`src/rtl/fifo_rd_stream_if.sv`:
```
`default_nettype none
// ============================================================================
// Module      : fifo_rd_stream_if
// Description : Bundle of the FIFO read handshake, the output valid/ready
//               stream and the status signals of the read-side drain stage.
// Revision    : 1.0 - initial release
// ============================================================================
interface fifo_rd_stream_if #(
  parameter int WORDSIZE = 8,
  parameter int CNTSIZE  = 16
);
  // FIFO side
  logic                fifo_empty;
  logic [WORDSIZE-1:0] fifo_rdata;
  logic                signal_read;
  // Stream side
  logic                m_valid;
  logic [WORDSIZE-1:0] m_data;
  logic                m_ready;
  // Control and status
  logic                flush;
  logic [1:0]          occupancy;
  logic [CNTSIZE-1:0]  xfer_count;

  // Drain stage view
  modport master (
    input  fifo_empty, fifo_rdata, m_ready, flush,
    output signal_read, m_valid, m_data, occupancy, xfer_count
  );

  // Environment view (FIFO plus consumer)
  modport slave (
    output fifo_empty, fifo_rdata, m_ready, flush,
    input  signal_read, m_valid, m_data, occupancy, xfer_count
  );
endinterface
`default_nettype wire

```
`src/rtl/fifo_rd_stream.sv`:
```
`default_nettype none
// ============================================================================
// Module      : fifo_rd_stream
// Description : Pops words from the async FIFO read port and re-presents them
//               as a registered valid/ready stream through a 2-entry buffer,
//               with synchronous flush and a transferred-word counter.
// Revision    : 1.0 - initial release
// ============================================================================
module fifo_rd_stream #(
  parameter int WORDSIZE = 8,
  parameter int CNTSIZE  = 16
) (
  input  logic             rclk,
  input  logic             rst,
  fifo_rd_stream_if.master bus
);

  localparam logic [1:0] OCC_EMPTY = 2'd0;
  localparam logic [1:0] OCC_ONE   = 2'd1;
  localparam logic [1:0] OCC_FULL  = 2'd2;

  localparam logic [CNTSIZE-1:0] C_CNT_ONE = {{(CNTSIZE-1){1'b0}}, 1'b1};

  logic [1:0]          r_occ;
  logic [1:0]          w_occ_next;
  logic [WORDSIZE-1:0] r_entry0;
  logic [WORDSIZE-1:0] r_entry1;
  logic [WORDSIZE-1:0] w_entry0_next;
  logic [WORDSIZE-1:0] w_entry1_next;
  logic                r_valid;
  logic [CNTSIZE-1:0]  r_xfer;
  logic                w_push;
  logic                w_pop_out;

  // Pop only from registered state so there is no combinational path from
  // m_ready back into the FIFO; reset holds the pop request low.
  assign w_push    = !rst && !bus.fifo_empty && !bus.flush && (r_occ < OCC_FULL);
  assign w_pop_out = r_valid && bus.m_ready;

  assign bus.signal_read = w_push;
  assign bus.m_valid     = r_valid;
  assign bus.m_data      = r_entry0;
  assign bus.occupancy   = r_occ;
  assign bus.xfer_count  = r_xfer;

  // Next buffer contents and occupancy; entry0 is always the head word.
  always_comb begin
    w_occ_next    = r_occ;
    w_entry0_next = r_entry0;
    w_entry1_next = r_entry1;
    if (bus.flush) begin
      w_occ_next = OCC_EMPTY;
    end else begin
      case (r_occ)
        OCC_EMPTY: begin
          if (w_push) begin
            w_entry0_next = bus.fifo_rdata;
            w_occ_next    = OCC_ONE;
          end
        end
        OCC_ONE: begin
          if (w_push && !w_pop_out) begin
            w_entry1_next = bus.fifo_rdata;
            w_occ_next    = OCC_FULL;
          end else if (w_push && w_pop_out) begin
            w_entry0_next = bus.fifo_rdata;
          end else if (w_pop_out) begin
            w_occ_next = OCC_EMPTY;
          end
        end
        OCC_FULL: begin
          if (w_pop_out) begin
            w_entry0_next = r_entry1;
            w_occ_next    = OCC_ONE;
          end
        end
        default: begin
          w_occ_next = OCC_EMPTY;
        end
      endcase
    end
  end

  // Buffer registers; m_valid is registered alongside occupancy.
  always_ff @(posedge rclk or posedge rst) begin
    if (rst) begin
      r_occ    <= OCC_EMPTY;
      r_entry0 <= '0;
      r_entry1 <= '0;
      r_valid  <= 1'b0;
    end else begin
      r_occ    <= w_occ_next;
      r_entry0 <= w_entry0_next;
      r_entry1 <= w_entry1_next;
      r_valid  <= (w_occ_next != OCC_EMPTY);
    end
  end

  // Transfer counter; a transfer on a flush edge still counts.
  always_ff @(posedge rclk or posedge rst) begin
    if (rst) begin
      r_xfer <= '0;
    end else if (w_pop_out) begin
      r_xfer <= r_xfer + C_CNT_ONE;
    end
  end

endmodule
`default_nettype wire

```
`src/flat_wrapper.sv`:
```
// flat-port wrapper written by rule: the top's interface ports become plain ports
module fifo_rd_stream_flat 
#(
  parameter int WORDSIZE = 8,
  parameter int CNTSIZE  = 16
)
  (rclk, rst, bus_fifo_empty, bus_fifo_rdata, bus_m_ready, bus_flush, bus_signal_read, bus_m_valid, bus_m_data, bus_occupancy, bus_xfer_count);
  fifo_rd_stream_if #(.WORDSIZE(WORDSIZE), .CNTSIZE(CNTSIZE)) bus_i ();
  input  logic rclk;
  input  logic rst;
  input wire logic [$bits(bus_i.fifo_empty)-1:0] bus_fifo_empty;
  input wire logic [$bits(bus_i.fifo_rdata)-1:0] bus_fifo_rdata;
  input wire logic [$bits(bus_i.m_ready)-1:0] bus_m_ready;
  input wire logic [$bits(bus_i.flush)-1:0] bus_flush;
  output wire logic [$bits(bus_i.signal_read)-1:0] bus_signal_read;
  output wire logic [$bits(bus_i.m_valid)-1:0] bus_m_valid;
  output wire logic [$bits(bus_i.m_data)-1:0] bus_m_data;
  output wire logic [$bits(bus_i.occupancy)-1:0] bus_occupancy;
  output wire logic [$bits(bus_i.xfer_count)-1:0] bus_xfer_count;
  assign bus_i.fifo_empty = bus_fifo_empty;
  assign bus_i.fifo_rdata = bus_fifo_rdata;
  assign bus_i.m_ready = bus_m_ready;
  assign bus_i.flush = bus_flush;
  assign bus_signal_read = bus_i.signal_read;
  assign bus_m_valid = bus_i.m_valid;
  assign bus_m_data = bus_i.m_data;
  assign bus_occupancy = bus_i.occupancy;
  assign bus_xfer_count = bus_i.xfer_count;
  fifo_rd_stream #(.WORDSIZE(WORDSIZE), .CNTSIZE(CNTSIZE)) u_core (.rclk(rclk), .rst(rst), .bus(bus_i));
endmodule
```
`config.mk`:
```
export PLATFORM = sky130hd
export DESIGN_NAME = fifo_rd_stream_flat
export DESIGN_NICKNAME = d
export VERILOG_FILES = /design/src/rtl/fifo_rd_stream_if.sv /design/src/rtl/fifo_rd_stream.sv /design/src/flat_wrapper.sv
export SDC_FILE = /design/constraint.sdc
export NUM_CORES = 1
export LEC_CHECK = 0
export CELL_PAD_IN_SITES_DETAIL_PLACEMENT = 1
export CELL_PAD_IN_SITES_GLOBAL_PLACEMENT = 2
export CORE_UTILIZATION = 25
export CTS_BUF_LIST = sky130_fd_sc_hd__clkbuf_16
export DETAILED_ROUTE_END_ITERATION = 8
export HOLD_SLACK_MARGIN = 0.12
export PLACE_DENSITY = 0.64
export SLEW_MARGIN = 20
export SYNTH_ARGS = -nofsm -noshare
export SYNTH_HDL_FRONTEND = slang
export SYNTH_SLANG_ARGS = --single-unit
```
`constraint.sdc`:
```
create_clock -name rclk -period 2 [get_ports rclk]
set_clock_uncertainty 0.2 [all_clocks]
set_input_delay 0.3 -clock rclk [delete_from_list [all_inputs] [get_ports rclk]]
set_output_delay 0.3 -clock rclk [all_outputs]
set_load 0.005 [all_outputs]
```
==> metrics.txt <==
Clock Latency Late Sink=280 ps; Crit. End Element=flip-flop; # DRC=0; core area=between 5000 and 6000 um2; cells after synthesis=120; H-tree levels=2; worst r2r dst=u_core.bus.m_data[5]; CTS root buffer=clkbuf_16; Crit Path Category=in -> reg; clk slew on worst S/H paths=50 ps; first-pass GRT wire length=between 6000 and 7000 um; WP data required=about 2000 ps; routability cong.=just over 0.8; worst setup path startpoint=bus_fifo_empty; Initial DRC Count=26; Die ar.=6540 um2; Seq/Total Area, Yosys=between 50 and 60%; Port Buffer Count=40; num rows=28; RSZ-0062 raised after global routing=false; share of the synthesized area in the top cell type=56.4%; CP arrival=~1900 ps; CP endpoint=u_core.bus.m_data[3]; layout cell share with drive strength beyond 1=a little under 30%; clock tree buffer depth=2; Startpoint Class=input port; Tcrit/Tclk final=a little over nine tenths; max-cap viol count=0; Syn. warnings=0; routed len/inst=about 15 um; CTS tree=built; Final Hold Vio Count=0; fin cells=about 260; post-synth cell types=26; worst r2r src=u_core.bus.occupancy[1]; Mapped Nets=~130; drt pass-1 iters=3; initial antenna violation count=0; Crit Path Max Fanout=8; Boundary Pins=41; overall die height=~81 um; Slew HR=~80%; grt total ovfl=0; Placed Cells=about 250; CTS Buf Count=5; Setup-failing EPs final=0; PD cells=923 nW/um2; utilization after layout=a little under 40%; Worst VDD drop=between 0.5 and 0.6 mV; post-CTS sizing=3; ANT nets after route=0; post-DP HPWL=~2700 um; R2R Setup Slk=around 200 ps; largest net degree at the start of global routing=36; top cell type by total area after synthesis=dfrtp_1; # diodes=0; Final Critical Period=just under 2000 ps; Synth Register Bits=35; setup TNS=0 ps; worst r2r path cells=5; gr usage total=13.5%; post-cts hold buffer count=0; top post-synthesis cells by area=dfrtp_1 (56%), mux2_2 (18%), xnor2_1 (5.6%); Area growth syn-to-layout=49.3%; status=completed; Die Wd=around 81 um; final WL=3730 um; clk sink count=35; Initial Util=between 20% and 30%; Max Transition Viols Final=0; final net count=195; Tightest Hold Check Type=reg -> reg; fmax=approximately 520 MHz; Slew @ Worst Pin=301 ps; vias=1152; number of setup buffers added after CTS=0; syn avg cell area=12.9 um2; Hold Crit Start=u_core.bus.xfer_count[15]; leakage=1.03 nW; Mapped Area=approximately 1600 um2; vias in the first global route=1300; DR vias/cell=~4.5
state kept, by name (all words and copies together) (netlist names):
register and flops:
u_core.bus.m_data 8, u_core.bus.m_valid 1, u_core.bus.occupancy 2, u_core.bus.xfer_count 16, u_core.r_entry1 8
area by class of cell:
type | instances | area [um2]
Clock inverter | 3 | 11.3
Sequential cell | 35 | 876
Timing Repair Buffer | 55 | 520
Multi-Input combinational cell | 81 | 682
Inverter | 3 | 11.3
Clock buffer | 5 | 125
Tap cell | 75 | 93.8
Fill cell | 647 | 3640
synthesized netlist by cell type:
cell	number
o21bai_2	1
nor3_1	1
inv_1	3
xnor2_1	10
dfrtp_1	35
and4_1	1
nor3_2	1
and3_1	3
mux2_2	25
or3_1	1
nand3b_1	1
xor2_1	6
o22a_1	1
nand2b_1	1
a221oi_1	1
a21boi_0	1
nand3_1	4
a21oi_1	2
nor2_1	9
nand4_1	2
or4_4	1
clkbuf_1	1
nand2_1	6
ha_1	1
o21bai_1	1
nand4_2	1
worst max-delay path, stage by stage:
cell and delay [ps]:
clkdlybuf4s50_1 420, or3_4 400, buf_4 150, nor2_1 160
o21bai_4 160, mux2_2 300
worst min-delay path by stage:
stage | to | slack (ps) | cells after the start
after detailed placement | u_core.bus.xfer_count[13] | 280 | 1
after floorplan | u_core.bus.m_valid | 160 | 1
after global routing | u_core.r_entry1[0] | 320 | 1
after global placement | u_core.bus.xfer_count[15] | 260 | 1
after CTS | u_core.bus.xfer_count[13] | 290 | 1
final | u_core.bus.xfer_count[15] | 280 | 1
stage by stage:
| stage | setup WS, ps | area, um2 | hold WS [ps] | total power, mW |
|---|---|---|---|---|
| after global routing | 11.4 | 2320 | 321 | 2.28 |
| final | 66.0 | 2320 | 282 | 2.14 |
| after detailed placement | -301 | 2170 | 283 | 1.43 |
| after CTS | 20.1 | 2310 | 293 | 2.18 |
| after floorplan | 216 | 1550 | 163 | 1.13 |
| after global placement | -241 | 2170 | 263 | 1.40 |
cell families (layout without fill, tap and decap cells):
family / count (synthesis) / in the layout / synth area share, %
buf+inv: 4 / 66 / 0.966
mux: 25 / 25 / 18.1
simple gates: 32 / 32 / 11.3
fa+ha+maj: 1 / 1 / 0.805
compound gates: 7 / 7 / 3.46
xor+xnor: 16 / 16 / 9.02
flops: 35 / 35 / 56.4
placed cells by master (no fill, tap or decap):
cell             count
or4_4                1
o21bai_4             1
clkbuf_16            5
a21oi_1              1
and3_1               3
nand3_1              4
clkdlybuf4s50_1     39
buf_12               1
a21boi_0             1
buf_4               14
nand4_2              1
nand3b_1             1
clkinv_1             2
o21bai_1             1
mux2_2              25
a221oi_1             1
nor3_2               1
a21oi_2              1
nor3_1               1
o22a_1               1
nor2_2               1
dfrtp_1             35
clkbuf_2             1
nand2_1              6
or3_4                1
nand4_1              2
ha_1                 1
nand2b_1             1
xnor2_1             10
nor2_1               8
and4_1               1
inv_1                4
xor2_1               6
layer usage:
metal / part of all wire [%] / global-route usage, % / routed length (um)
met1: 40 / 15.6 / 1510
met2: 53 / 23.2 / 1970
met3: 5.4 / 4.61 / 202
met4: 1.4 / 4.29 / 53
met5: 0 / 0 / 0
power breakdown:
| group | switching, mW | internal (mW) | total [mW] |
|---|---|---|---|
| Clock | 0.279 | 0.448 | 0.727 |
| Combinational | 0.147 | 0.314 | 0.461 |
| Sequential | 0.106 | 0.847 | 0.954 |
No activity file was read; power rests on OpenSTA's default activity.
